**src/rtl/display_share_arbiter.sv**
```systemverilog
// Round-robin owner of a shared 6-digit 7-segment display with minimum hold time,
// direct preemption after the hold expires, and optional blinking of the owner's content.
module display_share_arbiter #(
  parameter int CLK_RATE_HZ   = 50_000_000,
  parameter int N_REQ         = 2,
  parameter int HOLD_MS       = 500,
  parameter int BLINK_HALF_MS = 250
) (
  input  logic                 clk,
  input  logic                 reset,
  input  logic [N_REQ-1:0]     req,
  input  logic [24*N_REQ-1:0]  req_data,
  input  logic [6*N_REQ-1:0]   req_digit_mask,
  input  logic [6*N_REQ-1:0]   req_dp_mask,
  input  logic [N_REQ-1:0]     req_blink,
  output logic [N_REQ-1:0]     grant,
  output logic [23:0]          data,
  output logic [5:0]           digit_enable_mask,
  output logic [5:0]           decimal_point_enable_mask,
  output logic                 busy
);

  localparam int TICK_DIV = (CLK_RATE_HZ / 1000 >= 1) ? CLK_RATE_HZ / 1000 : 1;
  localparam int IDX_W    = (N_REQ > 1) ? $clog2(N_REQ) : 1;
  localparam int PRE_W    = $clog2(TICK_DIV + 1);
  localparam int HOLD_W   = $clog2(HOLD_MS + 1);
  localparam int BLK_W    = $clog2(BLINK_HALF_MS + 1);

  localparam logic [PRE_W-1:0]  TICK_LAST  = PRE_W'(TICK_DIV - 1);
  localparam logic [HOLD_W-1:0] HOLD_INIT  = HOLD_W'(HOLD_MS);
  localparam logic [BLK_W-1:0]  BLINK_LAST = BLK_W'(BLINK_HALF_MS - 1);
  localparam logic [IDX_W-1:0]  LAST_INIT  = IDX_W'(N_REQ - 1);

  typedef enum logic {ST_IDLE, ST_OWNED} state_t;

  state_t             state_q, state_d;
  logic [N_REQ-1:0]   grant_q, grant_d;
  logic [IDX_W-1:0]   last_owner_q, last_owner_d;
  logic [HOLD_W-1:0]  hold_cnt_q, hold_cnt_d;
  logic [PRE_W-1:0]   presc_q, presc_d;
  logic [BLK_W-1:0]   blink_cnt_q, blink_cnt_d;
  logic               phase_q, phase_d;
  logic [23:0]        data_q, data_d;
  logic [5:0]         digit_q, digit_d;
  logic [5:0]         dp_q, dp_d;

  logic [23:0]        data_arr  [N_REQ];
  logic [5:0]         digit_arr [N_REQ];
  logic [5:0]         dp_arr    [N_REQ];

  logic               scan_found;
  logic [IDX_W-1:0]   scan_idx;
  logic               tick;
  logic               arm;
  logic               load;
  logic [IDX_W-1:0]   load_idx;

  always_comb begin
    for (int i = 0; i < N_REQ; i++) begin
      data_arr[i]  = req_data[24*i +: 24];
      digit_arr[i] = req_digit_mask[6*i +: 6];
      dp_arr[i]    = req_dp_mask[6*i +: 6];
    end
  end

  // Scan starts just after the last owner; when only the owner requests, the scan
  // wraps back to the owner itself, which the OWNED state reads as "no other request".
  always_comb begin
    int pos;
    scan_found = 1'b0;
    scan_idx   = '0;
    for (int k = 1; k <= N_REQ; k++) begin
      pos = int'(last_owner_q) + k;
      if (pos >= N_REQ) pos = pos - N_REQ;
      if (!scan_found && req[IDX_W'(pos)]) begin
        scan_found = 1'b1;
        scan_idx   = IDX_W'(pos);
      end
    end
  end

  always_comb begin
    state_d      = state_q;
    grant_d      = grant_q;
    last_owner_d = last_owner_q;
    hold_cnt_d   = hold_cnt_q;
    presc_d      = presc_q;
    blink_cnt_d  = blink_cnt_q;
    phase_d      = phase_q;
    data_d       = '0;
    digit_d      = '0;
    dp_d         = '0;
    arm          = 1'b0;
    load         = 1'b0;
    load_idx     = last_owner_q;
    tick         = (presc_q == TICK_LAST);

    case (state_q)
      ST_IDLE: begin
        if (scan_found) arm = 1'b1;
      end
      ST_OWNED: begin
        if (!req[last_owner_q]) begin
          state_d     = ST_IDLE;
          grant_d     = '0;
          hold_cnt_d  = '0;
          presc_d     = '0;
          blink_cnt_d = '0;
          phase_d     = 1'b0;
        end else if (hold_cnt_q == '0 && scan_found && scan_idx != last_owner_q) begin
          arm = 1'b1;
        end else begin
          presc_d = tick ? '0 : presc_q + PRE_W'(1);
          if (tick) begin
            if (hold_cnt_q != '0) hold_cnt_d = hold_cnt_q - HOLD_W'(1);
            if (blink_cnt_q == BLINK_LAST) begin
              blink_cnt_d = '0;
              phase_d     = ~phase_q;
            end else begin
              blink_cnt_d = blink_cnt_q + BLK_W'(1);
            end
          end
          load = 1'b1;
        end
      end
      default: state_d = ST_IDLE;
    endcase

    if (arm) begin
      state_d      = ST_OWNED;
      grant_d      = N_REQ'(1) << scan_idx;
      last_owner_d = scan_idx;
      hold_cnt_d   = HOLD_INIT;
      presc_d      = '0;
      blink_cnt_d  = '0;
      phase_d      = 1'b0;
      load         = 1'b1;
      load_idx     = scan_idx;
    end

    // Masks follow the phase being registered this edge so they line up with the tick.
    if (load) begin
      data_d = data_arr[load_idx];
      if (!(req_blink[load_idx] && phase_d)) begin
        digit_d = digit_arr[load_idx];
        dp_d    = dp_arr[load_idx];
      end
    end
  end

  always_ff @(posedge clk) begin
    if (reset) begin
      state_q      <= ST_IDLE;
      grant_q      <= '0;
      last_owner_q <= LAST_INIT;
      hold_cnt_q   <= '0;
      presc_q      <= '0;
      blink_cnt_q  <= '0;
      phase_q      <= 1'b0;
      data_q       <= '0;
      digit_q      <= '0;
      dp_q         <= '0;
    end else begin
      state_q      <= state_d;
      grant_q      <= grant_d;
      last_owner_q <= last_owner_d;
      hold_cnt_q   <= hold_cnt_d;
      presc_q      <= presc_d;
      blink_cnt_q  <= blink_cnt_d;
      phase_q      <= phase_d;
      data_q       <= data_d;
      digit_q      <= digit_d;
      dp_q         <= dp_d;
    end
  end

  assign grant                     = grant_q;
  assign data                      = data_q;
  assign digit_enable_mask         = digit_q;
  assign decimal_point_enable_mask = dp_q;
  assign busy                      = |grant_q;

endmodule

```
**config.mk**
```make
export PLATFORM = sky130hd
export DESIGN_NAME = display_share_arbiter
export DESIGN_NICKNAME = d
export VERILOG_FILES = /design/src/rtl/display_share_arbiter.sv
export SDC_FILE = /design/constraint.sdc
export NUM_CORES = 1
export LEC_CHECK = 0
export BUFFER_PORTS_ARGS = -buffer_cell sky130_fd_sc_hd__buf_2
export CORE_MARGIN = 2
export CORE_UTILIZATION = 45
export CTS_CLUSTER_DIAMETER = 200
export DETAILED_ROUTE_END_ITERATION = 8
export PLACE_DENSITY = 0.88
export REMOVE_ABC_BUFFERS = 1
export SYNTH_ARGS = -nofsm -noshare
export SYNTH_HDL_FRONTEND = slang
export SYNTH_SLANG_ARGS = --single-unit
```
**constraint.sdc**
```tcl
create_clock -name clk -period 1.95 [get_ports clk]
set_input_delay 0.2925 -clock clk [delete_from_list [all_inputs] [get_ports clk]]
set_output_delay 0.2925 -clock clk [all_outputs]
set_load 0.02 [all_outputs]
```
==> results of run 1 <==
-- critical path: cells and delay by family (launching register included) --
kind / cells / cell delay, ns
simple gates: 3 / 0.91
buf+inv: 4 / 0.52
compound gates: 1 / 0.07
flops: 1 / 0.35
fa+ha+maj: 1 / 0.15
mux: 1 / 0.26
-- stage by stage --
step	power (mW)	utilization	hold slack, ns
floorplan	2.16	-	0.362
global placement	2.58	0.626	0.494
detailed placement	2.62	0.626	0.494
CTS	4.07	0.716	0.152
global route	4.46	0.759	0.142
finish	4.36	0.759	0.137
-- final timing paths --
path                  from                    to  depth (start not counted)
max reg2reg  hold_cnt_q[1]  digit_enable_mask[5]                         10
min reg2reg       grant[1]              grant[1]                          1
max          hold_cnt_q[1]  digit_enable_mask[5]                         10
min           req_data[45]              data[21]                          3
-- synthesized netlist by cell type (all sizes together) (3+ instances only) --
master and number:
nor2 26, xnor2 6, dfxtp 74, a211oi 12
and3 3, a21oi 36, buf 13, ha 4
nand4 12, o21ai 16, nand3 14, nor3 8
o31ai 3, mux2 3, clkbuf 7, inv 10
o211ai 8, or3 11, a31oi 3, xor2 10
or4 7, mux2i 13, nand2 65
-- routing by layer --
metal	vias to the layer above	global-route usage	share of wire
met3	147	0.0968	0.093
met1	2001	0.369	0.33
met2	399	0.568	0.48
met4	0	0.232	0.095
li1	1791	-	-
met5	-	0	0
-- cell families (layout without fill, tap and decap cells) --
logic type | count (synthesis) | after routing | synth area share
flip-flops | 74 | 74 | 0.437
XOR/XNOR | 16 | 16 | 0.0413
buffers and inverters | 30 | 224 | 0.0413
other | 0 | 1 | 0
AND/OR/NAND/NOR | 163 | 163 | 0.238
multiplexers | 16 | 17 | 0.0494
AO/OA/AOI/OAI | 88 | 88 | 0.178
adder cells (fa/ha/maj) | 4 | 4 | 0.0148
-- cell type report --
class / count / area (sq um) / share of cell area
repair buffers: 198 / 1360 / 0.246
diodes: 1 / 2.50 / 0.000452
clock inverters: 7 / 77.6 / 0.0140
well taps: 99 / 124 / 0.0224
flip-flops and latches: 74 / 1490 / 0.269
multi-input cells: 288 / 2310 / 0.418
inverters: 10 / 37.5 / 0.00678
clock buffers: 9 / 124 / 0.0224
-- state kept, by name, indices dropped and copies added, names as in the netlist --
signal                     count
phase_q                        1
digit_enable_mask              6
state_q                        1
last_owner_q                   1
blink_cnt_q                    8
data                          24
presc_q                       16
hold_cnt_q                     9
grant                          2
decimal_point_enable_mask      6
-- power by group --
part,switching (mW),internal [mW]
registers,0.0465,1.61
logic,0.814,0.589
clock network,0.695,0.605
total,1.56,2.80
-- timing repair --
item	CTS	global route
pin swaps	32	36
setup endpoints to repair	69	73
buffers inserted	10	3
resized for setup	65	82
cloned	4	1
==> out/qor.json, run 1 <==
{
  "status": "finished with violations",
  "violations_in_the_final_reports": "setup timing",
  "number_of_global_route_vias_before_repair": 4234,
  "yosys_warnings": 0,
  "period_share": 1.23,
  "synth.cell_area_sq_um": 3390,
  "cp-start-kind": "flip-flop",
  "yosys_most_used_dff": "sky130_fd_sc_hd__dfxtp_1",
  "design.portCount": 117,
  "post_synth_edffs": 0,
  "yosys.cell_types.count": 52,
  "core_footprint_sq_um": 7290,
  "crit_path_end_kind": "flip-flop",
  "synth.area.top_cells": "sky130_fd_sc_hd__dfxtp_1 (44%), sky130_fd_sc_hd__nand2_1 (7.2%), sky130_fd_sc_hd__a21oi_1 (5.3%)",
  "slew-limit-headroom": 0.524,
  "cell_count_post_placement": 654,
  "fmaxAchievable_mhz": 418,
  "max-cap-violations": 0,
  "routed_wire_length_per_instance_um": 23.3,
  "initialDrtViolationCount": 564,
  "total_drc_errors_in_the_routed_layout": 0,
  "finalNonFillerCells": 686,
  "grt_overflow_total": 0,
  "worst_slew_pin_slew_ns": 0.714,
  "first_pass_iters": 6,
  "postSynthRegisterBits": 74,
  "reg2reg_setup_slack_ns": -0.44,
  "cts_num_sinks": 74,
  "layout.filler_cells": 454,
  "layout.cells.most_common_list": "sky130_fd_sc_hd__buf_2 (116), sky130_fd_sc_hd__dfxtp_1 (69), sky130_fd_sc_hd__buf_4 (62), sky130_fd_sc_hd__nand2_1 (47), sky130_fd_sc_hd__nor2_1 (22)",
  "initial_core_util": 0.465,
  "fraction_of_final_layout_cells_with_drive_strength_greater_than_1": 0.543,
  "numCtsBuffers": 9,
  "wirelength_um": 16000,
  "cts_tree": "yes",
  "cts_max_path_buffers": 2,
  "totalNegativeSetupSlack_ns": -18.96,
  "antenna_left": 0,
  "place.port_buffers": 116,
  "fp-row-count": 31,
  "report.final.setup_viol": 73,
  "clk_pin_slew_worst_paths_ns": 0.10,
  "cp_slowest_cell": "sky130_fd_sc_hd__dfxtp_2",
  "global_route_wire_length_before_repair_um": 21700,
  "grt_start_max_net_pins": 38,
  "setup_ws_ns": -0.444,
  "final_design_area_no_fill_sq_um": 5530,
  "netlist.top_cell.by_area": "sky130_fd_sc_hd__dfxtp_1",
  "layout.cells.most_common": "sky130_fd_sc_hd__buf_2",
  "via_count": 4338,
  "gr_usage_total": 0.339,
  "gp_congestion": 0.900,
  "crit_required_ns": 2.20,
  "via_per_inst": 6.32,
  "antenna_found_initial": 0,
  "worst-path-max-fanout": 6,
  "seq_area_frac_synth": 0.437,
  "cp_data_arrival_time_ns": 2.65,
  "maximum_vdd_drop_mv": 0.662,
  "rsz0062_at_grt": "yes",
  "hold_violations": 0,
  "timing.critical_path.cells": "inv_2 -> ha_4 -> buf_4 -> nor4b_4 -> nand4_1 -> nand3_4 -> buf_6 -> buf_12 -> mux2i_2 -> a211oi_2",
  "synth_top_area_share": 0.437,
  "hpwl_after_dpl_um": 7690,
  "power_per_cell_area_nw_per_um2": 787,
  "die_x_um": 90.8,
  "min-delay-path-class": "in2reg",
  "post-route-min-period_ns": 2.39,
  "cts.htree.levels": 3,
  "floorplan.die.height_um": 90.8,
  "post-place-ws_ns": -0.916,
  "final_max_slew_viol_count": 0,
  "worstSetupPathType": "reg2reg",
  "synth_async_sr_flop_share": 0,
  "syn_avg_cell_area_sq_um": 8.67,
  "placed_area_sq_um": 4570,
  "synthCells": 391,
  "clockRootBuffer": "sky130_fd_sc_hd__clkbuf_8",
  "worstSkewPairLatency_ns": 0.38,
  "syn_to_final_growth_pct": 63.2,
  "finish.net_count": 663,
  "leakagePower_nw": 2.37,
  "holdBufCountCts": 0,
  "skew_final_ns": 0.0203,
  "floorplan.die_area_sq_um": 8250,
  "crit_path_largest_cell_delay_ns": 0.35
}
No activity file was read; power rests on OpenSTA's default activity.
==> inputs of run 2 (changes only) <==
- SKIP_CTS_REPAIR_TIMING: unset -> 1
- SLEW_MARGIN: unset -> 10
==> out/qor.json, run 2 (synthesis gave the netlist of run 1 again) <==
{
  "gp_congestion": {"value": 0.900, "change": "unchanged"},
  "crit_required": {"value": 2.22, "unit": "ns", "change": "+0.02 ns"},
  "clockRootBuffer": "sky130_fd_sc_hd__clkbuf_8",
  "routed_wire_length_per_instance": {"value": 24.2, "unit": "um", "change": "+3.8%"},
  "fraction_of_final_layout_cells_with_drive_strength_greater_than_1": {"value": 0.582, "change": "+0.0389"},
  "design.portCount": {"value": 117, "change": "unchanged"},
  "grt_overflow_total": {"value": 0, "change": "unchanged"},
  "worst_slew_pin_slew": {"value": 0.610, "unit": "ns", "change": "-0.104 ns"},
  "period_share": {"value": 1.13, "change": "-0.0952"},
  "layout.cells.most_common": "sky130_fd_sc_hd__buf_2",
  "antenna_found_initial": {"value": 0, "change": "unchanged"},
  "wirelength": {"value": 16800, "unit": "um", "change": "+5.0%"},
  "rsz0062_at_grt": "yes",
  "syn_to_final_growth_pct": 67.6,
  "cts_tree": "yes",
  "cts_num_sinks": {"value": 74, "change": "unchanged"},
  "cts_max_path_buffers": {"value": 2, "change": "unchanged"},
  "cts.htree.levels": {"value": 3, "change": "unchanged"},
  "status": "finished with violations",
  "numCtsBuffers": {"value": 9, "change": "unchanged"},
  "gr_usage_total": {"value": 0.258, "change": "-0.0803"},
  "fmaxAchievable": {"value": 453, "unit": "MHz", "change": "+8.4%"},
  "report.final.setup_viol": {"value": 72, "change": "-1.4%"},
  "flip_flop_count_of_the_largest_register_after_layout": {"value": 24, "change": "unchanged"},
  "maximum_vdd_drop": {"value": 0.568, "unit": "mV", "change": "-14%"},
  "worstSetupPathType": "reg2reg",
  "global_route_wire_length_before_repair": {"value": 17200, "unit": "um", "change": "-21%"},
  "finish.net_count": {"value": 672, "change": "+1.4%"},
  "layout.cells.most_common_list": "sky130_fd_sc_hd__buf_2 (116), sky130_fd_sc_hd__dfxtp_1 (70), sky130_fd_sc_hd__buf_4 (69), sky130_fd_sc_hd__nand2_1 (32), sky130_fd_sc_hd__a21oi_2 (27)",
  "final_max_slew_viol_count": {"value": 0, "change": "unchanged"},
  "n_antenna_cell": {"value": 0, "change": "-1"},
  "slew-limit-headroom": {"value": 0.594, "change": "+0.0695"},
  "die_x": {"value": 90.8, "unit": "um", "change": "unchanged"},
  "min-delay-path-class": "in2reg",
  "fp-row-count": {"value": 31, "change": "unchanged"},
  "design_power": {"value": 4.47, "unit": "mW", "change": "+2.7%"},
  "clk_pin_slew_worst_paths": {"value": 0.10, "unit": "ns", "change": "about the same"},
  "via_count": {"value": 4498, "change": "+3.7%"},
  "violations_in_the_final_reports": "setup timing",
  "hpwl_after_dpl": {"value": 7690, "unit": "um", "change": "unchanged"},
  "power_per_cell_area": {"value": 787, "unit": "nW/um^2", "change": "about the same"},
  "floorplan.die.height": {"value": 90.8, "unit": "um", "change": "unchanged"},
  "hold_violations": {"value": 0, "change": "unchanged"},
  "grt_start_max_net_pins": {"value": 38, "change": "unchanged"},
  "layout.filler_cells": {"value": 398, "change": "-12%"},
  "setup_ws": {"value": -0.258, "unit": "ns", "change": "+0.186 ns"},
  "floorplan.die_area": {"value": 8250, "unit": "sq um", "change": "unchanged"},
  "number_of_global_route_vias_before_repair": {"value": 3662, "change": "-14%"},
  "max-cap-violations": {"value": 0, "change": "unchanged"},
  "antenna_left": {"value": 0, "change": "unchanged"},
  "place.port_buffers": {"value": 116, "change": "unchanged"},
  "cp_data_arrival_time": {"value": 2.48, "unit": "ns", "change": "-0.17 ns"},
  "worst-path-max-fanout": {"value": 5, "change": "-1"},
  "first_pass_iters": {"value": 7, "change": "+1"},
  "initial_core_util": {"value": 0.465, "change": "unchanged"},
  "total_drc_errors_in_the_routed_layout": {"value": 0, "change": "unchanged"},
  "cp-start-kind": "flip-flop",
  "via_per_inst": {"value": 6.48, "change": "+2.5%"},
  "worstSkewPairLatency": {"value": 0.38, "unit": "ns", "change": "about the same"},
  "finalNonFillerCells": {"value": 694, "change": "+1.2%"},
  "leakagePower": {"value": 2.46, "unit": "nW", "change": "+3.7%"},
  "skew_final": {"value": 0.0184, "unit": "ns", "change": "-0.00189 ns"},
  "initialDrtViolationCount": {"value": 573, "change": "+1.6%"},
  "post-place-ws": {"value": -0.916, "unit": "ns", "change": "unchanged"},
  "core_footprint": {"value": 7290, "unit": "sq um", "change": "unchanged"},
  "cell_count_post_placement": {"value": 654, "change": "unchanged"},
  "crit_path_end_kind": "flip-flop",
  "totalNegativeSetupSlack": {"value": -12.00, "unit": "ns", "change": "+6.96 ns"},
  "post-route-min-period": {"value": 2.21, "unit": "ns", "change": "-0.186 ns"}
}
## run 2: changes by cell type in the layout (fill, tap and decap cells not counted), sizes merged
cell	change
diode	-1
clkbuf	+3
buf	+6
## run 2: worst paths after layout
check	depth (start not counted)	endpoint	slack [ns]	start
max	9	presc_q[11]	-0.26	hold_cnt_q[1]
min	3	data[17]	0.14	req_data[41]
max reg2reg	9	presc_q[11]	-0.26	hold_cnt_q[1]
min reg2reg	1	grant[1]	0.54	grant[1]
## run 2: critical path: stages (launching register included)
cell	delay [ns]
sky130_fd_sc_hd__dfxtp_2	0.35
sky130_fd_sc_hd__inv_2	0.08
sky130_fd_sc_hd__ha_4	0.13
sky130_fd_sc_hd__or4b_4	0.50
sky130_fd_sc_hd__buf_6	0.16
sky130_fd_sc_hd__o41ai_4	0.29
sky130_fd_sc_hd__buf_6	0.20
sky130_fd_sc_hd__nor3_4	0.05
sky130_fd_sc_hd__xnor2_1	0.23
sky130_fd_sc_hd__nor2_1	0.10
## run 2: where the power goes
group	switching (mW)	total [mW]	internal (mW)
Clock	0.704	1.31	0.605
Sequential	0.0476	1.65	1.61
Combinational	0.872	1.51	0.639
Total	1.62	4.47	2.85
## run 2: layout make-up
class	count	area, sq um	area share
Clock buffer	9	124	0.0218
Sequential cell	74	1490	0.262
Tap cell	99	124	0.0218
Timing Repair Buffer	207	1470	0.259
Multi-Input combinational cell	288	2360	0.416
Inverter	10	37.5	0.00661
Clock inverter	7	77.6	0.0137
## run 2: routing by layer
metal  GRT usage  vias up  routed length, um
met5           0        -                  0
met4       0.106        0               1600
met3      0.0609      174               1590
met2       0.442      436               8100
met1       0.312     2085               5500
li1            -     1803                  -
## run 2: metrics by stage
stage	instance area, sq um	utilization	hold slack (ns)
global placement	4570	0.626	0.494
floorplan	3290	-	0.362
global route	5680	0.779	0.142
detailed placement	4570	0.626	0.494
finish	5680	0.779	0.140
CTS	4770	0.654	0.152
==> inputs of run 3 (changes only) <==
- CAP_MARGIN: unset -> 10
- REMOVE_ABC_BUFFERS: 1 -> unset
==> out/qor.json, run 3 (synthesis gave the netlist of run 1 again) <==
{
  "worstSetupPathType": "reg2reg",
  "core_footprint": {"value": 7290, "unit": "sq um", "change": "unchanged"},
  "clk_pin_slew_worst_paths": {"value": 0.09, "unit": "ns", "change": "about the same"},
  "post-route-min-period": {"value": 2.25, "unit": "ns", "change": "+0.0379 ns"},
  "worstSkewPairLatency": {"value": 0.37, "unit": "ns", "change": "about the same"},
  "die_x": {"value": 90.8, "unit": "um", "change": "unchanged"},
  "numCtsBuffers": {"value": 9, "change": "unchanged"},
  "finalNonFillerCells": {"value": 686, "change": "-1.2%"},
  "cts_num_sinks": {"value": 74, "change": "unchanged"},
  "floorplan.die_area": {"value": 8250, "unit": "sq um", "change": "unchanged"},
  "leakagePower": {"value": 2.30, "unit": "nW", "change": "-6.4%"},
  "slew-limit-headroom": {"value": 0.696, "change": "+0.103"},
  "gr_usage_total": {"value": 0.256, "change": "-0.00287"},
  "initial_core_util": {"value": 0.465, "change": "unchanged"},
  "grt_start_max_net_pins": {"value": 38, "change": "unchanged"},
  "total_drc_errors_in_the_routed_layout": {"value": 0, "change": "unchanged"},
  "synth.net_count": 473,
  "placed_area": {"value": 4610, "unit": "sq um", "change": "+0.96%"},
  "syn_to_final_growth_pct": 56.8,
  "cts_tree": "yes",
  "reg2reg_setup_slack": {"value": -0.30, "unit": "ns", "change": "-0.04 ns"},
  "layout.filler_cells": {"value": 457, "change": "+15%"},
  "antenna_left": {"value": 0, "change": "unchanged"},
  "r2r.worst_path.cells": {"value": 9, "change": "unchanged"},
  "wirelength": {"value": 14900, "unit": "um", "change": "-11%"},
  "status": "finished with violations",
  "min-delay-path-class": "in2reg",
  "clockRootBuffer": "sky130_fd_sc_hd__clkbuf_8",
  "design.portCount": {"value": 117, "change": "unchanged"},
  "global_route_wire_length_before_repair": {"value": 17100, "unit": "um", "change": "-0.48%"},
  "grt_overflow_total": {"value": 0, "change": "unchanged"},
  "layout.cells.most_common": "sky130_fd_sc_hd__buf_2",
  "routed_wire_length_per_instance": {"value": 21.7, "unit": "um", "change": "-10%"},
  "cell_count_post_placement": {"value": 659, "change": "+0.76%"},
  "first_pass_iters": {"value": 8, "change": "+1"},
  "cp-start-kind": "flip-flop",
  "maximum_vdd_drop": {"value": 0.370, "unit": "mV", "change": "-35%"},
  "worst_setup_path_endpoint": "presc_q[6]",
  "regToRegStartpoint": "hold_cnt_q[1]",
  "antenna_found_initial": {"value": 2, "change": "+2"},
  "power_per_cell_area": {"value": 780, "unit": "nW/um^2", "change": "-0.97%"},
  "initialDrtViolationCount": {"value": 528, "change": "-7.9%"},
  "fp-row-count": {"value": 31, "change": "unchanged"},
  "final_design_area_no_fill": {"value": 5320, "unit": "sq um", "change": "-6.5%"},
  "r2r-end": "presc_q[6]",
  "cp_data_arrival_time": {"value": 2.52, "unit": "ns", "change": "+0.04 ns"},
  "fraction_of_final_layout_cells_with_drive_strength_greater_than_1": {"value": 0.503, "change": "-0.0781"},
  "fmaxAchievable": {"value": 445, "unit": "MHz", "change": "-1.7%"},
  "rsz0062_at_grt": "yes",
  "place.port_buffers": {"value": 116, "change": "unchanged"},
  "via_count": {"value": 4305, "change": "-4.3%"},
  "final_max_slew_viol_count": {"value": 0, "change": "unchanged"},
  "flip_flop_count_of_the_largest_register_after_layout": {"value": 24, "change": "unchanged"},
  "crit_required": {"value": 2.22, "unit": "ns", "change": "about the same"},
  "setup_ws": {"value": -0.296, "unit": "ns", "change": "-0.0379 ns"},
  "cts_max_path_buffers": {"value": 2, "change": "unchanged"},
  "gp_congestion": {"value": 0.919, "change": "+2.1%"},
  "crit_path_start": "hold_cnt_q[1]",
  "violations_in_the_final_reports": "setup timing",
  "hpwl_after_dpl": {"value": 7870, "unit": "um", "change": "+2.3%"},
  "period_share": {"value": 1.15, "change": "+0.0194"},
  "skew_final": {"value": 0.0131, "unit": "ns", "change": "-0.00530 ns"},
  "crit_path_end_kind": "flip-flop",
  "worst-path-max-fanout": {"value": 5, "change": "unchanged"},
  "hold_violations": {"value": 0, "change": "unchanged"},
  "report.final.setup_viol": {"value": 67, "change": "-6.9%"},
  "finish.net_count": {"value": 661, "change": "-1.6%"},
  "max-cap-violations": {"value": 0, "change": "unchanged"},
  "cts.htree.levels": {"value": 3, "change": "unchanged"},
  "worst_slew_pin_slew": {"value": 0.456, "unit": "ns", "change": "-0.154 ns"},
  "layout.cells.most_common_list": "sky130_fd_sc_hd__buf_2 (116), sky130_fd_sc_hd__dfxtp_1 (66), sky130_fd_sc_hd__buf_4 (65), sky130_fd_sc_hd__nand2_1 (60), sky130_fd_sc_hd__a21oi_1 (30)",
  "via_per_inst": {"value": 6.28, "change": "-3.2%"},
  "floorplan.die.height": {"value": 90.8, "unit": "um", "change": "unchanged"},
  "number_of_global_route_vias_before_repair": {"value": 3637, "change": "-0.68%"}
}
## run 3: how the worst min path moves through the flow
stage | from | to | cells past startpoint
after global placement | grant[0] | grant[0] | 2
after detailed placement | grant[0] | grant[0] | 2
final | req_data[43] | data[19] | 3
after global routing | req_data[20] | data[20] | 3
after CTS | req_data[44] | data[20] | 3
after floorplan | reset | hold_cnt_q[6] | 1
## run 3: worst max-delay path: stages, from the launching register on
cell	delay, ns
sky130_fd_sc_hd__dfxtp_2	0.34
sky130_fd_sc_hd__inv_2	0.07
sky130_fd_sc_hd__ha_4	0.14
sky130_fd_sc_hd__or4b_4	0.49
sky130_fd_sc_hd__buf_6	0.16
sky130_fd_sc_hd__o41ai_4	0.34
sky130_fd_sc_hd__buf_4	0.23
sky130_fd_sc_hd__or3_1	0.14
sky130_fd_sc_hd__xor2_1	0.17
sky130_fd_sc_hd__nor2_1	0.07
## run 3: layout make-up
cell class              instances  area (sq um)  share of cell area
multi-input cells             288          2150               0.405
diodes                          3          7.51             0.00141
clock buffers                   9           124              0.0233
repair buffers                196          1290               0.244
well taps                      99           124              0.0233
clock inverters                 7          83.8              0.0158
flip-flops and latches         74          1490               0.281
inverters                      10          37.5             0.00706
## run 3: power breakdown
part	switching [mW]	total [mW]	internal, mW
Sequential	0.0444	1.65	1.61
Combinational	0.703	1.20	0.493
Clock	0.683	1.30	0.616
Total	1.43	4.14	2.71
## run 3: metal layers
metal	up-vias	GRT usage	part of all wire
met4	0	0.145	0.080
met3	139	0.0543	0.089
met5	-	0	0
met1	2010	0.295	0.34
met2	381	0.437	0.49
li1	1775	-	-
## run 3: through the flow
| step | util | hold WS, ns | setup TNS [ns] | worst slack (ns) | total power, mW |
|---|---|---|---|---|---|
| after global placement | 0.632 | 0.458 | -10.49 | -0.734 | 2.59 |
| after detailed placement | 0.632 | 0.472 | -14.51 | -0.857 | 2.63 |
| after global routing | 0.729 | 0.156 | -13.48 | -0.321 | 4.26 |
| final | 0.729 | 0.156 | -10.15 | -0.296 | 4.14 |
| after floorplan | - | 0.362 | -0.714 | -0.0698 | 2.22 |
| after CTS | 0.661 | 0.153 | -16.27 | -0.905 | 3.87 |
